[src/rtl/efpga_cfg_pkg.sv]
// Shared definitions for the eFPGA configuration-chain loader.
package efpga_cfg_pkg;

    localparam int unsigned DefWordW = 32;

    typedef enum logic [1:0] {
        StIdle  = 2'd0,
        StLoad  = 2'd1,
        StShift = 2'd2,
        StDone  = 2'd3
    } ccff_state_e;

endpackage

[src/rtl/efpga_ccff_word_shifter.sv]
// Holds one bitstream word and shifts it out LSB first, counting how many of its bits are live.
module efpga_ccff_word_shifter
    import efpga_cfg_pkg::*;
#(
    parameter int unsigned WORD_W = DefWordW,
    parameter int unsigned CNT_W  = 16
) (
    input  logic              i_clk,
    input  logic              i_rst_n,
    input  logic              i_load,
    input  logic [WORD_W-1:0] i_data,
    input  logic [CNT_W-1:0]  i_remaining,
    input  logic              i_shift,
    output logic              o_lsb,
    output logic              o_last
);

    localparam int unsigned BitsW = $clog2(WORD_W + 1);

    logic [WORD_W-1:0] r_shifter;
    logic [BitsW-1:0]  r_word_bits;
    logic [BitsW-1:0]  w_bits;

    // A word never carries more bits than the chain still needs.
    always_comb begin
        w_bits = BitsW'(WORD_W);
        if (i_remaining < CNT_W'(WORD_W)) begin
            w_bits = BitsW'(i_remaining);
        end
    end

    always_ff @(posedge i_clk or negedge i_rst_n) begin
        if (!i_rst_n) begin
            r_shifter   <= '0;
            r_word_bits <= '0;
        end else if (i_load) begin
            r_shifter   <= i_data;
            r_word_bits <= w_bits;
        end else if (i_shift) begin
            r_shifter   <= r_shifter >> 1;
            r_word_bits <= r_word_bits - BitsW'(1);
        end
    end

    assign o_lsb  = r_shifter[0];
    assign o_last = (r_word_bits == BitsW'(1));

endmodule

[src/rtl/efpga_ccff_loader.sv]
// Streams bitstream words into a serial ccff chain under a gated chain clock and captures
// the bits returned from the chain tail.
module efpga_ccff_loader
    import efpga_cfg_pkg::*;
#(
    parameter int unsigned CHAIN_LEN = 40,
    parameter int unsigned WORD_W    = DefWordW,
    parameter int unsigned CNT_W     = 16
) (
    input  logic              prog_clk,
    input  logic              pReset_n,
    input  logic              start,
    input  logic [WORD_W-1:0] cfg_data,
    input  logic              cfg_valid,
    output logic              cfg_ready,
    output logic              ccff_head,
    output logic              ccff_clk_en,
    input  logic              ccff_tail,
    output logic [WORD_W-1:0] rb_data,
    output logic [CNT_W-1:0]  bit_cnt,
    output logic              busy,
    output logic              done
);

    ccff_state_e       r_state;
    logic              r_cfg_ready;
    logic              r_head;
    logic              r_clk_en;
    logic [WORD_W-1:0] r_rb;
    logic [CNT_W-1:0]  r_bit_cnt;
    logic              r_busy;
    logic              r_done;

    logic              w_accept;
    logic              w_shift;
    logic              w_lsb;
    logic              w_last;
    logic [CNT_W-1:0]  w_remaining;
    logic [CNT_W-1:0]  w_bit_cnt_nxt;

    assign w_accept      = cfg_valid & r_cfg_ready;
    assign w_shift       = (r_state == StShift);
    assign w_remaining   = CNT_W'(CHAIN_LEN) - r_bit_cnt;
    assign w_bit_cnt_nxt = r_bit_cnt + CNT_W'(1);

    efpga_ccff_word_shifter #(
        .WORD_W (WORD_W),
        .CNT_W  (CNT_W)
    ) u_word_shifter (
        .i_clk       (prog_clk),
        .i_rst_n     (pReset_n),
        .i_load      (w_accept),
        .i_data      (cfg_data),
        .i_remaining (w_remaining),
        .i_shift     (w_shift),
        .o_lsb       (w_lsb),
        .o_last      (w_last)
    );

    always_ff @(posedge prog_clk or negedge pReset_n) begin
        if (!pReset_n) begin
            r_state     <= StIdle;
            r_cfg_ready <= 1'b0;
            r_head      <= 1'b0;
            r_clk_en    <= 1'b0;
            r_rb        <= '0;
            r_bit_cnt   <= '0;
            r_busy      <= 1'b0;
            r_done      <= 1'b0;
        end else begin
            // Readback follows the chain: it moves only on enabled chain edges.
            if (r_clk_en) begin
                r_rb <= {ccff_tail, r_rb[WORD_W-1:1]};
            end
            r_clk_en <= 1'b0;
            case (r_state)
                StIdle: begin
                    if (start) begin
                        r_state     <= StLoad;
                        r_bit_cnt   <= '0;
                        r_done      <= 1'b0;
                        r_busy      <= 1'b1;
                        r_cfg_ready <= 1'b1;
                    end
                end
                StLoad: begin
                    if (w_accept) begin
                        r_state     <= StShift;
                        r_cfg_ready <= 1'b0;
                    end
                end
                StShift: begin
                    r_head    <= w_lsb;
                    r_clk_en  <= 1'b1;
                    r_bit_cnt <= w_bit_cnt_nxt;
                    if (w_last) begin
                        if (w_bit_cnt_nxt == CNT_W'(CHAIN_LEN)) begin
                            r_state <= StDone;
                            r_done  <= 1'b1;
                            r_busy  <= 1'b0;
                        end else begin
                            r_state     <= StLoad;
                            r_cfg_ready <= 1'b1;
                        end
                    end
                end
                StDone: begin
                    r_state <= StIdle;
                end
                default: begin
                    r_state <= StIdle;
                end
            endcase
        end
    end

    assign cfg_ready   = r_cfg_ready;
    assign ccff_head   = r_head;
    assign ccff_clk_en = r_clk_en;
    assign rb_data     = r_rb;
    assign bit_cnt     = r_bit_cnt;
    assign busy        = r_busy;
    assign done        = r_done;

endmodule

[config.mk]
export PLATFORM = sky130hd
export DESIGN_NAME = efpga_ccff_loader
export DESIGN_NICKNAME = d
export VERILOG_FILES = /design/src/rtl/efpga_cfg_pkg.sv /design/src/rtl/efpga_ccff_word_shifter.sv /design/src/rtl/efpga_ccff_loader.sv
export SDC_FILE = /design/constraint.sdc
export NUM_CORES = 1
export LEC_CHECK = 0
export ABC_AREA = 1
export BUFFER_PORTS_ARGS = -buffer_cell sky130_fd_sc_hd__clkbuf_2
export CAP_MARGIN = 15
export CORE_UTILIZATION = 60
export DETAILED_ROUTE_END_ITERATION = 10
export PLACE_DENSITY = 0.85
export SLEW_MARGIN = 5
export SYNTH_ARGS = -nofsm -noshare
export SYNTH_HDL_FRONTEND = slang
export SYNTH_SLANG_ARGS = --single-unit
export TNS_END_PERCENT = 50
[constraint.sdc]
create_clock -name prog_clk -period 2.7 [get_ports prog_clk]
set_input_delay 0.405 -clock prog_clk [delete_from_list [all_inputs] [get_ports prog_clk]]
set_output_delay 0.405 -clock prog_clk [all_outputs]
set_load 0.05 [all_outputs]
==> results.md <==
* Die width at 91.6 um
* Post-synth cell types at 26
* Clock transition at the registers of the reported paths at 110 ps
* Drt via density at 5.54
* Avg Synthesized Cell Area at 7.29 um2
* Logic pwr share at 0.077
* Worst-Margin Slew at 899 ps
* Most used DFF post-synth: dfrtp_1
* Routed WL at 11800 um
* First-pass GRT wire length at 19800 um
* Fraction of the yosys area taken by sequential cells at 0.483
* Setup crit end kind: flip-flop
* Post-CTS sizing at 0
* Total GRT Usage at 0.297
* Top cell type's share of synthesized area at 0.483
* Vias in the first global route at 4302
* Max Slew Vio Count at 0
* Ratio of cells with drive above 1 in the final layout at 0.154
* Die height at 91.6 um
* Relative slew slack at 0.400
* H-tree depth at 3
* Yosys warns at 0
* Max clock buf depth at 2
* Outcome: completed
* Post-synth design cell area at 4820 um2
* Core Region at 7770 um2
* Fillers at 647
* Register bit count reported by yosys at 93
* NetSw at 708 uW
* Design internal power at 1820 uW
* # Post-CTS Setup Buffers at 0
* Total grt overflow at 0
* Post-DR wirelength/cell at 14.0 um
* DRC Markers at 0
* Cts hold-fix bufs at 0
* Final Skew at 12.4 ps
* WP data arrival at 2460 ps
* Flop pwr share at 0.566
* PortBufs at 89
* CP Launch Type: flip-flop
* Drt first pass iters at 5
* RePlAce Congestion at 0.938
* Clk sink count at 93
* PwrDens at 457 nW/um2
* Top-count cell post-synth: nand2_1
* Critical Path Fanout Max at 10
* Final period utilization at 0.804
* Clock root buffer: clkbuf_8
* Layout area overhead at 14.9%
* FFs w/ async S/R, synth at 1.00
* Crit path time final at 2170 ps
* Main combinational cell family by area after synthesis: simple AND/OR/NAND/NOR gates
* Final setup viols at 0
* Ports at 90
* Simple-Gate Fraction of Synth Area at 0.242
* Setup Crit Path Kind: reg -> reg
* Synthesized instance count at 661
* ANT nets after route at 0
* Yosys top cell by area: dfrtp_1
* Design area at 5540 um2
* Min setup slack post-route at 530 ps
* Placed Area at 5350 um2
* Net Sw Frac at 0.280
* Ant diodes at 0
* NumNets Final at 781
* Worst vdd ir at 0.380 mV
* Pleak at 0.00288 uW
* Skew-Pair Late Insertion Delay at 360 ps
* Inserted Clock Buffers at 9
* Final Hold Viols at 0
* Syn_nets at 702
* CTS tree: built
* Post-synthesis mux area share at 0
* Hold Path Class: in -> async
* Setup WS pre-CTS at 601 ps
* Compound-cell area share of the yosys netlist at 0.168
* Iteration-0 DRC Markers at 349
* Initial antenna violation count at 0
* Number of synthesized flops with an enable pin at 0
* Via count at 4692
* Largest net degree at the start of global routing at 59
* Die ar. at 8400 um2
* Synth Area in XOR/XNOR at 0.00545
* Required time of the critical path at 2990 ps
* Synth area leaders: dfrtp_1, nand2_1, o21ai_0
* Setup TNS at 0 ps
* Dpl hpwl at 8450 um
* Effective utilization at floorplan at 0.621
* Max-cap viol count at 0
* Row count at 32
* Synth Area in Adders at 0.0104
* Util after Layout at 0.713
* RSZ-0062 raised after global routing: no
* FMAX at 461 MHz
* Clk pwr share at 0.357
* Commonest cells post-synth: nand2_1, o21ai_0, dfrtp_1
[worst paths after layout]
kind | from | to | slack (ps) | cells after the start
worst max-delay path | bit_cnt[0] | u_word_shifter.r_word_bits[1] | 530 | 14
worst min-delay path | pReset_n | bit_cnt[15] | 20 | 1
worst max register to register | bit_cnt[0] | u_word_shifter.r_word_bits[1] | 530 | 14
worst min register to register | busy | busy | 480 | 2
max in group asynchronous | pReset_n | u_word_shifter.r_shifter[16] | 2000 | 2
min in group prog_clk | cfg_data[31] | u_word_shifter.r_shifter[31] | 250 | 3
[placed cells by master, fill, tap and decap left out, types with 3 or more instances in the layout]
master	instances
nand2_1	155
o21ai_0	108
dfrtp_1	93
clkbuf_2	88
inv_1	84
nor2_1	77
nand3_1	46
a21oi_1	30
o22ai_1	10
clkbuf_8	9
buf_4	8
nand4_1	6
ha_1	4
nor3_1	3
xor2_1	3
inv_8	3
[sequential cells by signal, summed over array words and instances (netlist names), 2 cells and up]
name                        flops
u_word_shifter.r_shifter       32
rb_data                        32
u_word_shifter.r_word_bits      6
bit_cnt                        16
r_state                         2
[cell families (layout without fill, tap and decap cells)]
| kind of cell | Yosys count | count (layout) |
|---|---|---|
| AOI/OAI and AO/OA | 156 | 156 |
| DFF | 93 | 93 |
| buffers and inverters | 116 | 200 |
| xor gates and xnor gates | 3 | 3 |
| and+or+nand+nor | 289 | 289 |
| adders and majority gates | 4 | 4 |
[critical path, cell delays in order (launching register included)]
cell and delay [ps]:
dfrtp_1 430, inv_1 150, ha_1 160, inv_1 40, nor2_1 160, nand2_1 90, nand2_1 270, nand3_1 160
nand2_1 100, nand2_1 60, inv_1 50, nand3_1 50, nor2_1 130, nand3_1 100, a21oi_1 140
[metrics by stage]
stage	instances	hold WS, ps	power, uW
CTS	847	42.1	2550
floorplan	661	109	1570
detailed placement	831	439	1660
finish	847	19.8	2530
global route	847	72.0	2620
global placement	831	439	1650
[final cells by class]
type                       count  area (um2)  share of cell area
tap                          102         128              0.0230
inverter                      87         327              0.0589
clock buffer                   9         124              0.0224
sequential                    93        2330               0.420
timing repair buffer          97         520              0.0939
clock inverter                 7        63.8              0.0115
multi-input combinational    452        2050               0.370
[layer usage]
layer,up-vias,wire length (um),GRT usage
met3,23,795,0.0506
met1,2193,5230,0.403
met2,187,5490,0.477
li1,2289,-,-
met5,-,0,0
met4,0,331,0.118
[power groups by stage]
| stage | registers (uW) | clock network [uW] | logic [uW] |
|---|---|---|---|
| 3_5_place_dp | 1460 | 0 | 197 |
| 2_1_floorplan | 1550 | 0 | 20.5 |
| 4_1_cts | 1430 | 922 | 198 |
| 6_report | 1430 | 903 | 194 |
| 5_1_grt | 1440 | 972 | 210 |
| 3_3_place_gp | 1460 | 0 | 194 |
Power figures use the tool's default switching activity.
